==> src/rtl/seg_scan_display_if.sv <==
// seg_scan_display_if: bundles the scan strobe, distance load port and
// display drive signals of seg_scan_display.
//   clk_mux    - scan strobe from clk_div (sampled as data)
//   dist_valid - one-cycle load request for dist_cm
//   dist_cm    - unsigned distance in cm, 0..1023
//   busy       - conversion in progress
//   an         - digit anodes, active-low, bit 0 = units
//   seg        - segments {g,f,e,d,c,b,a}, active-low
//   dp         - decimal point, active-low
interface seg_scan_display_if;
   logic       clk_mux;
   logic       dist_valid;
   logic [9:0] dist_cm;
   logic       busy;
   logic [3:0] an;
   logic [6:0] seg;
   logic       dp;

   // Producer side: range path plus clock divider, observes the display
   modport master (
      output clk_mux, dist_valid, dist_cm,
      input  busy, an, seg, dp
   );

   // Display controller side
   modport slave (
      input  clk_mux, dist_valid, dist_cm,
      output busy, an, seg, dp
   );
endinterface

==> src/rtl/seg_scan_display.sv <==
// seg_scan_display: converts an accepted binary distance to three BCD digits
// with a sequential shift-add-3 converter, then scans a 4-digit common-anode
// seven-segment display one digit per clk_mux rising edge, blanking leading
// zeros (BLANK_LZ) and showing dashes when the distance exceeds 999.
//   clk  - system clock, all logic on the rising edge
//   rst  - synchronous active-high reset
//   bus  - seg_scan_display_if.slave (clk_mux, dist_valid, dist_cm in;
//          busy, an, seg, dp out)
module seg_scan_display #(
   parameter bit BLANK_LZ = 1'b1
) (
   input  logic                       clk,
   input  logic                       rst,
   seg_scan_display_if.slave          bus
);

   localparam int unsigned DIST_W  = 10;
   localparam int unsigned BCD_W   = 12;
   localparam int unsigned CNT_W   = 4;
   localparam int unsigned IDX_W   = 2;
   localparam int unsigned AN_W    = 4;
   localparam int unsigned SEG_W   = 7;
   localparam int unsigned ITER    = 10;
   localparam int unsigned MAX_DEC = 999;

   localparam logic [SEG_W-1:0] SEG_BLANK = 7'b1111111;
   localparam logic [SEG_W-1:0] SEG_DASH  = 7'b0111111;

   typedef enum logic [1:0] {
      IDLE = 2'd0,
      CONV = 2'd1,
      LOAD = 2'd2
   } state_t;

   typedef struct packed {
      logic       ovf;
      logic [3:0] hun;
      logic [3:0] ten;
      logic [3:0] uni;
   } disp_t;

   state_t              state_q, state_d;
   logic [DIST_W-1:0]   bin_q, bin_d;
   logic [BCD_W-1:0]    bcd_q, bcd_d;
   logic [CNT_W-1:0]    cnt_q, cnt_d;
   logic                ovf_q, ovf_d;
   disp_t               disp_q, disp_d;
   logic                busy_q, busy_d;
   logic                sync1_q, sync1_d;
   logic                sync2_q, sync2_d;
   logic                sync3_q, sync3_d;
   logic                started_q, started_d;
   logic [IDX_W-1:0]    idx_q, idx_d;
   logic [AN_W-1:0]     an_q, an_d;
   logic [SEG_W-1:0]    seg_q, seg_d;

   logic                     scan_rise_c;
   logic [BCD_W+DIST_W-1:0]  shift_c;

   // Active-low segment pattern for one BCD digit; out-of-range decodes blank
   function automatic logic [SEG_W-1:0] seg_code(input logic [3:0] d);
      logic [SEG_W-1:0] s;
      case (d)
         4'd0:    s = 7'b1000000;
         4'd1:    s = 7'b1111001;
         4'd2:    s = 7'b0100100;
         4'd3:    s = 7'b0110000;
         4'd4:    s = 7'b0011001;
         4'd5:    s = 7'b0010010;
         4'd6:    s = 7'b0000010;
         4'd7:    s = 7'b1111000;
         4'd8:    s = 7'b0000000;
         4'd9:    s = 7'b0010000;
         default: s = SEG_BLANK;
      endcase
      return s;
   endfunction

   // Add 3 to every BCD nibble that is 5 or more before the next shift
   function automatic logic [BCD_W-1:0] bcd_adj(input logic [BCD_W-1:0] b);
      logic [BCD_W-1:0] r;
      r = b;
      for (int i = 0; i < 3; i++) begin
         if (r[i*4 +: 4] >= 4'd5) begin
            r[i*4 +: 4] = 4'(r[i*4 +: 4] + 4'd3);
         end
      end
      return r;
   endfunction

   // Segment pattern for a digit position given the display contents
   function automatic logic [SEG_W-1:0] digit_seg(input logic [IDX_W-1:0] idx,
                                                  input disp_t d);
      logic [SEG_W-1:0] s;
      s = SEG_BLANK;
      if (d.ovf) begin
         s = SEG_DASH;
      end else begin
         case (idx)
            2'd0: s = seg_code(d.uni);
            2'd1: s = (BLANK_LZ && d.hun == 4'd0 && d.ten == 4'd0) ?
                      SEG_BLANK : seg_code(d.ten);
            2'd2: s = (BLANK_LZ && d.hun == 4'd0) ? SEG_BLANK : seg_code(d.hun);
            default: s = SEG_BLANK;
         endcase
      end
      return s;
   endfunction

   // Rising edge of the synchronized scan strobe
   assign scan_rise_c = sync2_q & ~sync3_q;

   // Next-state logic for converter, display register and scanner
   always_comb begin
      state_d   = state_q;
      bin_d     = bin_q;
      bcd_d     = bcd_q;
      cnt_d     = cnt_q;
      ovf_d     = ovf_q;
      disp_d    = disp_q;
      started_d = started_q;
      idx_d     = idx_q;
      shift_c   = {bcd_adj(bcd_q), bin_q};

      sync1_d = bus.clk_mux;
      sync2_d = sync1_q;
      sync3_d = sync2_q;

      case (state_q)
         IDLE: begin
            if (bus.dist_valid) begin
               bin_d   = bus.dist_cm;
               bcd_d   = '0;
               cnt_d   = '0;
               ovf_d   = (bus.dist_cm > DIST_W'(MAX_DEC));
               state_d = CONV;
            end
         end
         CONV: begin
            // One shift-add-3 iteration: adjusted BCD and remaining binary
            // shift left together as a single register
            {bcd_d, bin_d} = {shift_c[BCD_W+DIST_W-2:0], 1'b0};
            cnt_d = CNT_W'(cnt_q + 1'b1);
            if (cnt_q == CNT_W'(ITER - 1)) begin
               state_d = LOAD;
            end
         end
         LOAD: begin
            disp_d.ovf = ovf_q;
            disp_d.hun = bcd_q[11:8];
            disp_d.ten = bcd_q[7:4];
            disp_d.uni = bcd_q[3:0];
            state_d    = IDLE;
         end
         default: state_d = IDLE;
      endcase

      busy_d = (state_d != IDLE);

      // First detected edge selects digit 0; later edges advance and wrap
      if (scan_rise_c) begin
         idx_d     = started_q ? IDX_W'(idx_q + 1'b1) : '0;
         started_d = 1'b1;
      end

      // Outputs use next index and next display data so a commit and a scan
      // step on the same cycle show up together
      if (started_d) begin
         an_d  = AN_W'(~(AN_W'(1) << idx_d));
         seg_d = digit_seg(idx_d, disp_d);
      end else begin
         an_d  = '1;
         seg_d = SEG_BLANK;
      end
   end

   // State registers
   always_ff @(posedge clk) begin
      if (rst) begin
         state_q   <= IDLE;
         bin_q     <= '0;
         bcd_q     <= '0;
         cnt_q     <= '0;
         ovf_q     <= 1'b0;
         disp_q    <= '0;
         busy_q    <= 1'b0;
         sync1_q   <= 1'b0;
         sync2_q   <= 1'b0;
         sync3_q   <= 1'b0;
         started_q <= 1'b0;
         idx_q     <= '0;
         an_q      <= '1;
         seg_q     <= SEG_BLANK;
      end else begin
         state_q   <= state_d;
         bin_q     <= bin_d;
         bcd_q     <= bcd_d;
         cnt_q     <= cnt_d;
         ovf_q     <= ovf_d;
         disp_q    <= disp_d;
         busy_q    <= busy_d;
         sync1_q   <= sync1_d;
         sync2_q   <= sync2_d;
         sync3_q   <= sync3_d;
         started_q <= started_d;
         idx_q     <= idx_d;
         an_q      <= an_d;
         seg_q     <= seg_d;
      end
   end

   assign bus.busy = busy_q;
   assign bus.an   = an_q;
   assign bus.seg  = seg_q;
   assign bus.dp   = 1'b1;

endmodule

==> src/flat_wrapper.sv <==
// flat-port wrapper written by rule: the top's interface ports become plain ports
module seg_scan_display_flat 
#(
   parameter bit BLANK_LZ = 1'b1
)
  (clk, rst, bus_clk_mux, bus_dist_valid, bus_dist_cm, bus_busy, bus_an, bus_seg, bus_dp);
  seg_scan_display_if bus_i ();
  input  logic clk;
  input  logic rst;
  input wire logic [$bits(bus_i.clk_mux)-1:0] bus_clk_mux;
  input wire logic [$bits(bus_i.dist_valid)-1:0] bus_dist_valid;
  input wire logic [$bits(bus_i.dist_cm)-1:0] bus_dist_cm;
  output wire logic [$bits(bus_i.busy)-1:0] bus_busy;
  output wire logic [$bits(bus_i.an)-1:0] bus_an;
  output wire logic [$bits(bus_i.seg)-1:0] bus_seg;
  output wire logic [$bits(bus_i.dp)-1:0] bus_dp;
  assign bus_i.clk_mux = bus_clk_mux;
  assign bus_i.dist_valid = bus_dist_valid;
  assign bus_i.dist_cm = bus_dist_cm;
  assign bus_busy = bus_i.busy;
  assign bus_an = bus_i.an;
  assign bus_seg = bus_i.seg;
  assign bus_dp = bus_i.dp;
  seg_scan_display #(.BLANK_LZ(BLANK_LZ)) u_core (.clk(clk), .rst(rst), .bus(bus_i));
endmodule
==> config.mk <==
export PLATFORM = sky130hd
export DESIGN_NAME = seg_scan_display_flat
export DESIGN_NICKNAME = d
export VERILOG_FILES = /design/src/rtl/seg_scan_display_if.sv /design/src/rtl/seg_scan_display.sv /design/src/flat_wrapper.sv
export SDC_FILE = /design/constraint.sdc
export NUM_CORES = 1
export LEC_CHECK = 0
export ABC_AREA = 1
export CAP_MARGIN = 15
export CELL_PAD_IN_SITES_DETAIL_PLACEMENT = 1
export CELL_PAD_IN_SITES_GLOBAL_PLACEMENT = 2
export CORE_MARGIN = 5
export CORE_UTILIZATION = 36
export CTS_CLUSTER_DIAMETER = 150
export DETAILED_ROUTE_END_ITERATION = 10
export PLACE_DENSITY = 0.94
export SYNTH_ARGS = -nofsm -noshare
export SYNTH_HDL_FRONTEND = slang
export SYNTH_SLANG_ARGS = --single-unit
==> constraint.sdc <==
create_clock -name clk -period 3.7 [get_ports clk]
set_input_delay 0.74 -clock clk [delete_from_list [all_inputs] [get_ports clk]]
set_output_delay 0.74 -clock clk [all_outputs]
set_load 0.005 [all_outputs]
==> results of run 1 <==
-- routing by layer --
metal  vias to the layer above  GRT usage  wire (um)
met5                         -          0          0
met4                         0     0.0628        141
met3                        11     0.0287        187
met2                        30      0.275       4060
met1                      1423      0.185       3820
li1                       1516          -          -
-- path summary, 6_finish.rpt --
path | slack, ns | to | startpoint
worst max-delay path | 1.30 | u_core.bus.seg[3] | u_core.state_q[1]
worst min-delay path | 0.41 | u_core.sync2_q | u_core.sync1_q
worst max register to register | 1.30 | u_core.bus.seg[3] | u_core.state_q[1]
worst min register to register | 0.41 | u_core.sync2_q | u_core.sync1_q
-- through the flow --
| step | total power, W | setup slack, ns | hold WS, ns |
|---|---|---|---|
| 4_1_cts | 0.00146 | 1.29 | 0.406 |
| 6_report | 0.00144 | 1.30 | 0.406 |
| 3_3_place_gp | 0.000788 | 1.26 | 0.402 |
| 3_5_place_dp | 0.000791 | 1.21 | 0.404 |
| 5_1_grt | 0.00150 | 1.07 | 0.423 |
| 2_1_floorplan | 0.000744 | 1.72 | 0.388 |
-- area by class of cell --
type	count	share of cell area
flip-flops and latches	60	0.314
inverters	59	0.0586
multi-input cells	326	0.460
repair buffers	29	0.0733
clock buffers	10	0.0360
well taps	108	0.0353
clock inverters	6	0.0229
-- cells by family (layout without fill, tap and decap cells) --
logic type / Yosys count / after routing / share of synthesized area
buffers and inverters: 73 / 104 / 0.0942
adders and majority gates: 20 / 20 / 0.0766
DFF: 60 / 60 / 0.368
and+or+nand+nor: 226 / 226 / 0.313
xor gates and xnor gates: 2 / 2 / 0.00536
other: 1 / 1 / 0.00115
muxes: 1 / 1 / 0.00421
AOI/OAI and AO/OA: 76 / 76 / 0.138
-- flip-flops by register name (all words and copies together), names as in the netlist --
| signal | cells |
|---|---|
| u_core.disp_q | 13 |
| u_core.bcd_q | 12 |
| u_core.bin_q | 10 |
| u_core.bus.seg | 7 |
| u_core.bus.an | 4 |
| u_core.cnt_q | 4 |
| u_core.idx_q | 2 |
| u_core.state_q | 2 |
| u_core.bus.busy | 1 |
| u_core.ovf_q | 1 |
| u_core.started_q | 1 |
| u_core.sync1_q | 1 |
| u_core.sync2_q | 1 |
| u_core.sync3_q | 1 |
-- tightest hold or removal path: cells and delay by family, from the launching register on --
family        cells  cell delay, ns
buf+inv           1            0.04
flops             1            0.30
simple gates      1            0.03
-- cells in the final DEF, fill, tap and decap left out, types with 4 or more instances in the layout --
cell type	count
nor2_1	37
buf_4	4
clkdlybuf4s50_1	25
o21ai_1	5
a31oi_1	8
inv_1	53
nand3_1	40
o21ai_0	21
nand2_1	121
dfxtp_1	60
nand2_2	10
a21oi_1	31
clkbuf_8	10
ha_1	20
inv_2	5
-- report_power, final --
part / internal (W) / switching, W / leakage (nW)
Combinational: 0.0000419 / 0.0000592 / 1.03
Sequential: 0.000664 / 0.0000112 / 0.488
Clock: 0.000396 / 0.000267 / 0.105
-- synth_stat cells, drive strengths merged --
master / n
mux2i: 1
clkbuf: 7
nor2: 41
o32ai: 1
nand2: 134
dfxtp: 60
nor3: 3
conb: 1
a22oi: 1
o2111ai: 1
nand3: 43
nand3b: 1
a31oi: 8
o211ai: 1
nand4: 2
xor2: 2
ha: 20
a21oi: 31
and3: 1
o21a: 1
buf: 7
or2: 1
inv: 59
o21ai: 32
==> summary.md, run 1 <==
| Metric | Value |
|---|---|
| Post-synthesis cell area | 3270 um2 |
| Antenna viol nets, final | 0 |
| Cell Chain, Critical Path | inv_2, nor2_4, nand2_1, o21ai_1, inv_1, ha_1, or2_2, nand2_1, nand2_1, a21oi_1, nand3_1 |
| Worst Path Max Fanout | 8 |
| Slew margin rel. | 0.617 |
| CP Data Arrival Time | 2.61 ns |
| Util after Layout | 0.434 |
| Crit path largest cell delay | 0.59 ns |
| Core Region | 8810 um2 |
| DP Cell Count | 582 |
| Multi-input logic area | 1760 um2 |
| Placement Rows | 34 |
| Register bit total from synthesis | 60 |
| Crit-path leading delay family | simple AND/OR/NAND/NOR gates |
| Register area | 1200 um2 |
| Routed len/inst | 13.7 um |
| Status | finished clean |
| Worst-margin pin slew | 0.573 ns |
| Fillers | 1119 |
| Vias | 2980 |
| Top cell type's share of synthesized area | 0.368 |
| Initial DRC Count | 97 |
| Critical path buffer and inverter count | 2 |
| DRT Wirelength | 8.20 mm |
| CTS clk-pin slew, worst paths | 0.07 ns |
| Hold path depth | 2 |
| Max clock buf depth | 2 |
| CP Class | reg -> reg |
| DP Wirelength | 6.23 mm |
| # resized after CTS | 0 |
| Pre-Repair DR Iteration Count | 4 |
| CP Launch Type | flop |
| Total GRT Usage | 0.155 |
| # diodes | 0 |
| Largest net degree at the start of global routing | 42 |
| I/O Buffers | 25 |
| Vias in the first global route | 3207 |
| Synth top area cells | dfxtp_1 (37%), nand2_1 (14%), ha_1 (7.7%) |
| Setup TNS | 0 ns |
| Global route overflow | 0 |
| Setup Fix Bufs, Post-CTS | 0 |
| Skew final | 0.0108 ns |
| Final Max Tran Viols | 0 |
| Syn_nets | 493 |
| Layout overhead on the synthesized area | 17.0% |
| Sequential area share after synthesis | 0.368 |
| Synth area leader | dfxtp_1 |
| Post-Syn Instances | 459 |
| I/O Pins | 27 |
| Area after DPL | 3600 um2 |
| H-tree levels | 3 |
| Clk sinks | 60 |
| DIE WIDTH | 105 um |
| Setup violators final | 0 |
| Final Instance Area | 3820 um2 |
| Clk Latency, worst-skew pair | 0.34 ns |
| Worst r2r path cells | 11 |
| Syn_area_per_cell | 7.12 um2 |
| Maxcap violations | 0 |
| Hold WC Path Type | reg -> reg |
| Initial core utilization | 0.371 |
| Final Hold Fails | 0 |
| Non-Filler Instances | 598 |
| CP most frequent cell | nand2_1 |
| Max Clk Rate | 418 MHz |
| # DRC | 0 |
| CTS Root Cell | clkbuf_8 |
| Period utilization | 0.647 |
| Cell Pwr Density | 376 nW/um2 |
| Layout cells sized above 1 | 0.110 |
| Via density | 4.98 |
| RSZ-0062 raised after global routing | false |
| Cts hold-fix bufs | 0 |
| CTS tree | done |
| Slowest cell on crit path | dfxtp_1 |
| Initial antenna violation count | 0 |
| Min Clock Period, post-route | 2.40 ns |
| Nets | 519 |
| Die height | 105 um |
| First-pass GRT wire length | 14.2 mm |
| CP endpoint kind | flop |
| Die area | 11100 um2 |
| RD Place Congestion | 0.787 |
| LEAKAGE | 1.62 nW |
| CP required | 3.91 ns |
| Synth cell types | 38 |
| Num CTS Buffers | 9 |
| CP Depth | 11 |
| Synth warn | 0 |
| Max IR drop VDD | 264 uV |
Note: power is estimated with default switching activity, not from simulation.
==> inputs of run 2 (changes only) <==
CORE_UTILIZATION = 33   (was 36)
PLACE_DENSITY = 0.88   (was 0.94)
clock period = 2.3 ns   (was 3.7 ns; I/O delays follow)
==> run 2 against run 1 <==
Effect of this change: utilization fell by 4.3 points; highest routed layer unchanged; count of clock-buffer cells in the layout rose by 1; critical path depth rose by 1; register-to-register slack got worse by 1.1 ns; sequential power rose by 61%; power rose by 44%; fmax rose by 16%; cell area fell by 0.39%; first-iteration DRC count rose by 26%; clock skew fell by 0.0044 ns; setup slack got worse by 1.1 ns; global-route usage fell by 0.41 points; largest power group unchanged.
==> summary.md, run 2 (synthesized netlist as in run 1, its figures left out) <==
| Metric | Value |
|---|---|
| Status | finished clean |
| Core Region | 9730 um2 (+10%) |
| Initial antenna violation count | 0 (unchanged) |
| Final Hold Fails | 0 (unchanged) |
| Setup TNS | 0 ns (unchanged) |
| H-tree levels | 3 (unchanged) |
| Slew margin rel. | 0.638 (+0.0217) |
| Max Clk Rate | 484 MHz (+16%) |
| Initial core utilization | 0.336 (-0.0352) |
| Worst r2r path cells | 12 (+1) |
| First-pass GRT wire length | 14.4 mm (+1.1%) |
| I/O Pins | 27 (unchanged) |
| Power, Total | 0.00207 W (+44%) |
| Cell Pwr Density | 543 nW/um2 (+44%) |
| # DRC | 0 (unchanged) |
| HP Start | u_core.sync1_q |
| Hold WC Path Type | reg -> reg |
| CTS clk-pin slew, worst paths | 0.07 ns (about the same) |
| FF-to-FF Start | u_core.state_q[0] |
| CTS Root Cell | clkbuf_8 |
| DIE WIDTH | 110 um (+4.0%) |
| Clk pwr share | 0.397 (-0.063) |
| Via density | 4.80 (-3.7%) |
| CP Data Arrival Time | 2.30 ns (-0.31 ns) |
| Min Clock Period, post-route | 2.07 ns (-0.329 ns) |
| I/O Buffers | 25 (unchanged) |
| CP Class | reg -> reg |
| Initial DRC Count | 122 (+26%) |
| Comb power frac | 0.078 (+0.008) |
| RSZ-0062 raised after global routing | false |
| Worst r2r dst | u_core.bus.seg[5] |
| Clk Latency, worst-skew pair | 0.34 ns (about the same) |
| Top reg by flops | u_core.disp_q |
| Layout cells sized above 1 | 0.110 (-0.000224) |
| CP required | 2.53 ns (-1.38 ns) |
| Die height | 110 um (+4.0%) |
| Placement Rows | 36 (+5.9%) |
| Largest regs | u_core.disp_q x13, u_core.bcd_q x12, u_core.bin_q x10 |
| Highest-count cells in the layout ignoring fill and taps | nand2_1 (121), dfxtp_1 (60), inv_1 (53) |
| CTS tree | done |
| Hold path depth | 2 (unchanged) |
| Final Max Tran Viols | 0 (unchanged) |
| DRT Wirelength | 8.11 mm (-1.1%) |
| Worst Path Max Fanout | 19 (+11) |
| Clk sinks | 60 (unchanged) |
| RD Place Congestion | 0.801 (+1.7%) |
| Sw Share | 0.255 (+0.0211) |
| Nets | 522 (+0.58%) |
| DP Wirelength | 6.14 mm (-1.5%) |
| Worst-margin pin slew | 0.540 ns (-0.0325 ns) |
| Area after DPL | 3650 um2 (+1.5%) |
| CP Launch Type | flop |
| Setup slack, reg-to-reg | 0.23 ns (-1.07 ns) |
| Max clock buf depth | 2 (unchanged) |
| Vias in the first global route | 3130 (-2.4%) |
| CP endpoint kind | flop |
| Layout overhead on the synthesized area | 16.6% |
| Antenna viol nets, final | 0 (unchanged) |
| # diodes | 0 (unchanged) |
| Switch Pwr | 0.000528 W (+57%) |
| Maxcap violations | 0 (unchanged) |
| LEAKAGE | 1.61 nW (-0.31%) |
| Largest register FFs | 13 (unchanged) |
| Skew final | 0.00638 ns (-0.00440 ns) |
| Max IR drop VDD | 276 uV (+4.4%) |
| Final Instance Area | 3810 um2 (-0.39%) |
| Setup violators final | 0 (unchanged) |
| Largest net degree at the start of global routing | 42 (unchanged) |
| Num CTS Buffers | 9 (unchanged) |
| Total GRT Usage | 0.151 (-0.00411) |
| Hold endpoint | u_core.sync2_q |
| Commonest non-fill, non-tap cell in the layout | nand2_1 |
| Die area | 12000 um2 (+8.2%) |
| Routed len/inst | 13.0 um (-5.2%) |
| Vias | 2996 (+0.54%) |
| Internal power consumption | 0.00154 W (+40%) |
| Period utilization | 0.898 (+0.251) |
| Reg power frac | 0.525 (+0.056) |
| Global route overflow | 0 (unchanged) |
| Pre-Repair DR Iteration Count | 4 (unchanged) |
-- run 2: layout make-up --
| class | count | area [um2] |
|---|---|---|
| multi-input combinational | 326 | 1760 |
| sequential | 60 | 1200 |
| timing repair buffer | 32 | 303 |
| clock inverter | 3 | 15.0 |
| tap | 133 | 166 |
| fill | 1260 | 5920 |
| inverter | 59 | 224 |
| clock buffer | 11 | 141 |
-- run 2: routing by layer --
metal	routed length [um]	track usage	vias to the layer above
met5	0	0	-
met3	243	0.0294	14
li1	-	-	1530
met2	3860	0.257	36
met4	132	0.0525	0
met1	3880	0.190	1416
-- run 2: worst max-delay path by stage --
stage | slack (ns) | to | start | cells past startpoint
detailed placement | 0.23 | u_core.bus.seg[5] | u_core.state_q[0] | 12
global placement | 0.29 | u_core.bus.seg[6] | u_core.state_q[1] | 13
floorplan | 0.32 | u_core.bus.seg[3] | u_core.state_q[1] | 12
finish | 0.23 | u_core.bus.seg[5] | u_core.state_q[0] | 12
CTS | 0.16 | u_core.bus.seg[0] | u_core.state_q[0] | 10
global route | 0.006 | u_core.bus.seg[5] | u_core.state_q[0] | 12
-- run 2: metrics by stage --
| stage | utilization | worst slack [ns] | hold slack (ns) | std cells |
|---|---|---|---|---|
| floorplan | - | 0.323 | 0.388 | 459 |
| global placement | 0.376 | 0.294 | 0.391 | 610 |
| detailed placement | 0.376 | 0.225 | 0.412 | 610 |
| CTS | 0.392 | 0.163 | 0.421 | 624 |
| global route | 0.392 | 0.00571 | 0.455 | 624 |
| finish | 0.392 | 0.234 | 0.414 | 624 |
-- run 2: critical path: stages (launching register included) --
cell and delay (ns):
dfxtp_1 0.44, inv_4 0.11, nand2_8 0.18, nand2_1 0.10, o21ai_2 0.12, inv_1 0.14, ha_1 0.27, nand3_4 0.13
nor2_4 0.06, nor2_4 0.12, nand2_1 0.07, a21oi_1 0.13, nand3_1 0.08
-- run 2: repair_timing --
item / in CTS / in global routing
setup endpoints to repair: 0 / 2
resized for setup: 0 / 2
hold buffers: 0 / 0
setup buffers: 0 / 0
-- run 2: power by group through the flow --
stage               combinational [W]  clock, W  sequential [W]
global route                 0.000184  0.000897         0.00109
detailed placement           0.000166         0         0.00111
CTS                          0.000167  0.000842         0.00109
floorplan                   0.0000911         0         0.00111
global placement             0.000163         0         0.00111
finish                       0.000162  0.000820         0.00109
==> inputs of run 3 (changes only) <==
CORE_MARGIN = unset   (was 5)
==> run 3 against run 2 <==
Effect of this change: fmax is 1.4% lower; global-route usage is 2.4 points higher; count of clock-buffer cells in the layout is 2 higher; flip-flop and latch count stayed put; cell area is 2.6% higher; setup slack worse by 0.030 ns; clock skew hardly changed; critical path depth is 1 lower; power is 15% higher; via count is 0.73% higher.
==> summary.md, run 3 (synthesized netlist as in run 1, its figures left out) <==
| Metric | Value |
|---|---|
| Status | finished clean |
| Core Region | 9420 um2 (-3.2%) |
| Die area | 10300 um2 (-14%) |
| Min Hold Slack | 0.407 ns (-0.00697 ns) |
| Sw Share | 0.227 (-0.0286) |
| Period utilization | 0.911 (+0.0132) |
| CTS clk-pin slew, worst paths | 0.07 ns (about the same) |
| # resized after CTS | 0 (unchanged) |
| RSZ-0062 raised after global routing | false |
| Via density | 4.83 (+0.57%) |
| DIE WIDTH | 102 um (-7.3%) |
| CTS Root Cell | clkbuf_8 |
| Max clock buf depth | 2 (unchanged) |
| Max Clk Rate | 477 MHz (-1.4%) |
| Nets | 525 (+0.57%) |
| Skew final | 0.00619 ns (-0.000183 ns) |
| DRT Wirelength | 8.13 mm (+0.23%) |
| Vias in the first global route | 3088 (-1.3%) |
| Layout overhead on the synthesized area | 19.6% |
| Maxcap violations | 0 (unchanged) |
| Worst Path Max Fanout | 6 (-13) |
| Setup violators final | 0 (unchanged) |
| Initial core utilization | 0.347 (+0.0112) |
| CTS tree | done |
| Reg power frac | 0.456 (-0.069) |
| Layout cells sized above 1 | 0.119 (+0.00897) |
| I/O Pins | 27 (unchanged) |
| RD Place Congestion | 0.766 (-4.3%) |
| Initial DRC Count | 64 (-48%) |
| Die height | 102 um (-7.3%) |
| H-tree levels | 3 (unchanged) |
| Cell Pwr Density | 610 nW/um2 (+12%) |
| Total GRT Usage | 0.175 (+0.0243) |
| # DRC | 0 (unchanged) |
| CP Launch Type | flop |
| Clk Latency, worst-skew pair | 0.34 ns (about the same) |
| Worst-margin pin slew | 0.498 ns (-0.0427 ns) |
| CP required | 2.51 ns (-0.02 ns) |
| Highest-count cells in the layout ignoring fill and taps | nand2_1 (121), dfxtp_1 (60), inv_1 (53) |
| Switch Pwr | 0.000540 W (+2.2%) |
| Initial antenna violation count | 0 (unchanged) |
| Min Clock Period, post-route | 2.10 ns (+0.0303 ns) |
| CP Data Arrival Time | 2.31 ns (about the same) |
| Hold WC Path Type | reg -> reg |
| Largest register FFs | 13 (unchanged) |
| DP Wirelength | 6.16 mm (+0.29%) |
| CP Class | reg -> reg |
| Clk pwr share | 0.474 (+0.077) |
| Comb power frac | 0.071 (-0.007) |
| Max IR drop VDD | 264 uV (-4.2%) |
| CP endpoint kind | flop |
| Final Hold Fails | 0 (unchanged) |
| Final Max Tran Viols | 0 (unchanged) |
| First-pass GRT wire length | 14.0 mm (-2.2%) |
| Num CTS Buffers | 9 (unchanged) |
| Global route overflow | 0 (unchanged) |
| Antenna viol nets, final | 0 (unchanged) |
| I/O Buffers | 25 (unchanged) |
| Placement Rows | 35 (-2.8%) |
| Slew margin rel. | 0.667 (+0.0286) |
| Commonest non-fill, non-tap cell in the layout | nand2_1 |
| Setup TNS | 0 ns (unchanged) |
| Fillers | 1208 (-4.1%) |
| Setup Fix Bufs, Post-CTS | 0 (unchanged) |
| Top reg by flops | u_core.disp_q |
| LEAKAGE | 1.66 nW (+2.9%) |
| Largest net degree at the start of global routing | 42 (unchanged) |
| Cts hold-fix bufs | 0 (unchanged) |
| Clk sinks | 60 (unchanged) |
| Vias | 3018 (+0.73%) |
| Routed len/inst | 13.0 um (about the same) |
| Largest regs | u_core.disp_q x13, u_core.bcd_q x12, u_core.bin_q x10 |
| Internal power consumption | 0.00184 W (+20%) |
| Pre-Repair DR Iteration Count | 4 (unchanged) |
| # diodes | 0 (unchanged) |
run 3: cell types whose count changed in the layout (fill, tap and decap cells not counted), sizes merged:
cell      delta
clkinvlp     +1
clkbuf       +2
bufinv       +2
clkinv       -3
buf          +3
run 3: critical path, stage by stage (launching register included):
cell and delay, ns:
dfxtp_1 0.53, inv_2 0.10, nor2_4 0.15, nand2_1 0.06
o21ai_1 0.10, inv_1 0.11, ha_1 0.27, or2_2 0.31
nand2_1 0.07, nand2_1 0.05, a21oi_1 0.14, nand3_1 0.09
run 3: through the flow:
stage / instance area, um2 / util / total power, W / std cells / setup slack [ns]
2_1_floorplan: 3270 / - / 0.00120 / 459 / 0.323
3_3_place_gp: 3670 / 0.390 / 0.00128 / 609 / 0.283
3_5_place_dp: 3670 / 0.390 / 0.00128 / 609 / 0.195
4_1_cts: 3910 / 0.415 / 0.00242 / 625 / 0.186
5_1_grt: 3910 / 0.415 / 0.00248 / 625 / 0.0130
6_report: 3910 / 0.415 / 0.00238 / 625 / 0.204
run 3: final cells by class:
cell class                      count  area (um2)  share of cell area
Inverter                           59         224              0.0573
Tap cell                          129         161              0.0413
Multi-Input combinational cell    326        1760               0.450
Timing Repair Buffer               35         325              0.0833
Clock buffer                       13         169              0.0432
Clock inverter                      3        67.6              0.0173
Sequential cell                    60        1200               0.307
run 3: layer usage:
layer  vias up  part of all wire  global-route usage
li1       1537                 -                   -
met1      1443              0.46               0.211
met2        26              0.50               0.308
met3        12             0.021              0.0269
met4         0             0.019              0.0792
met5         -                 0                   0
run 3: worst paths after layout:
path / startpoint / end / slack [ns] / cells after the start
setup / recovery: u_core.state_q[1] / u_core.bus.seg[3] / 0.20 / 11
hold / removal: u_core.sync1_q / u_core.sync2_q / 0.41 / 2
setup reg to reg: u_core.state_q[1] / u_core.bus.seg[3] / 0.20 / 11
hold reg to reg: u_core.sync1_q / u_core.sync2_q / 0.41 / 2
run 3: power by group through the flow:
| stage | Clock [W] | Combinational [W] | Sequential [W] |
|---|---|---|---|
| 2_1_floorplan | 0 | 0.0000911 | 0.00111 |
| 3_3_place_gp | 0 | 0.000168 | 0.00111 |
| 3_5_place_dp | 0 | 0.000172 | 0.00111 |
| 4_1_cts | 0.00116 | 0.000172 | 0.00109 |
| 5_1_grt | 0.00120 | 0.000190 | 0.00109 |
| 6_report | 0.00113 | 0.000168 | 0.00109 |
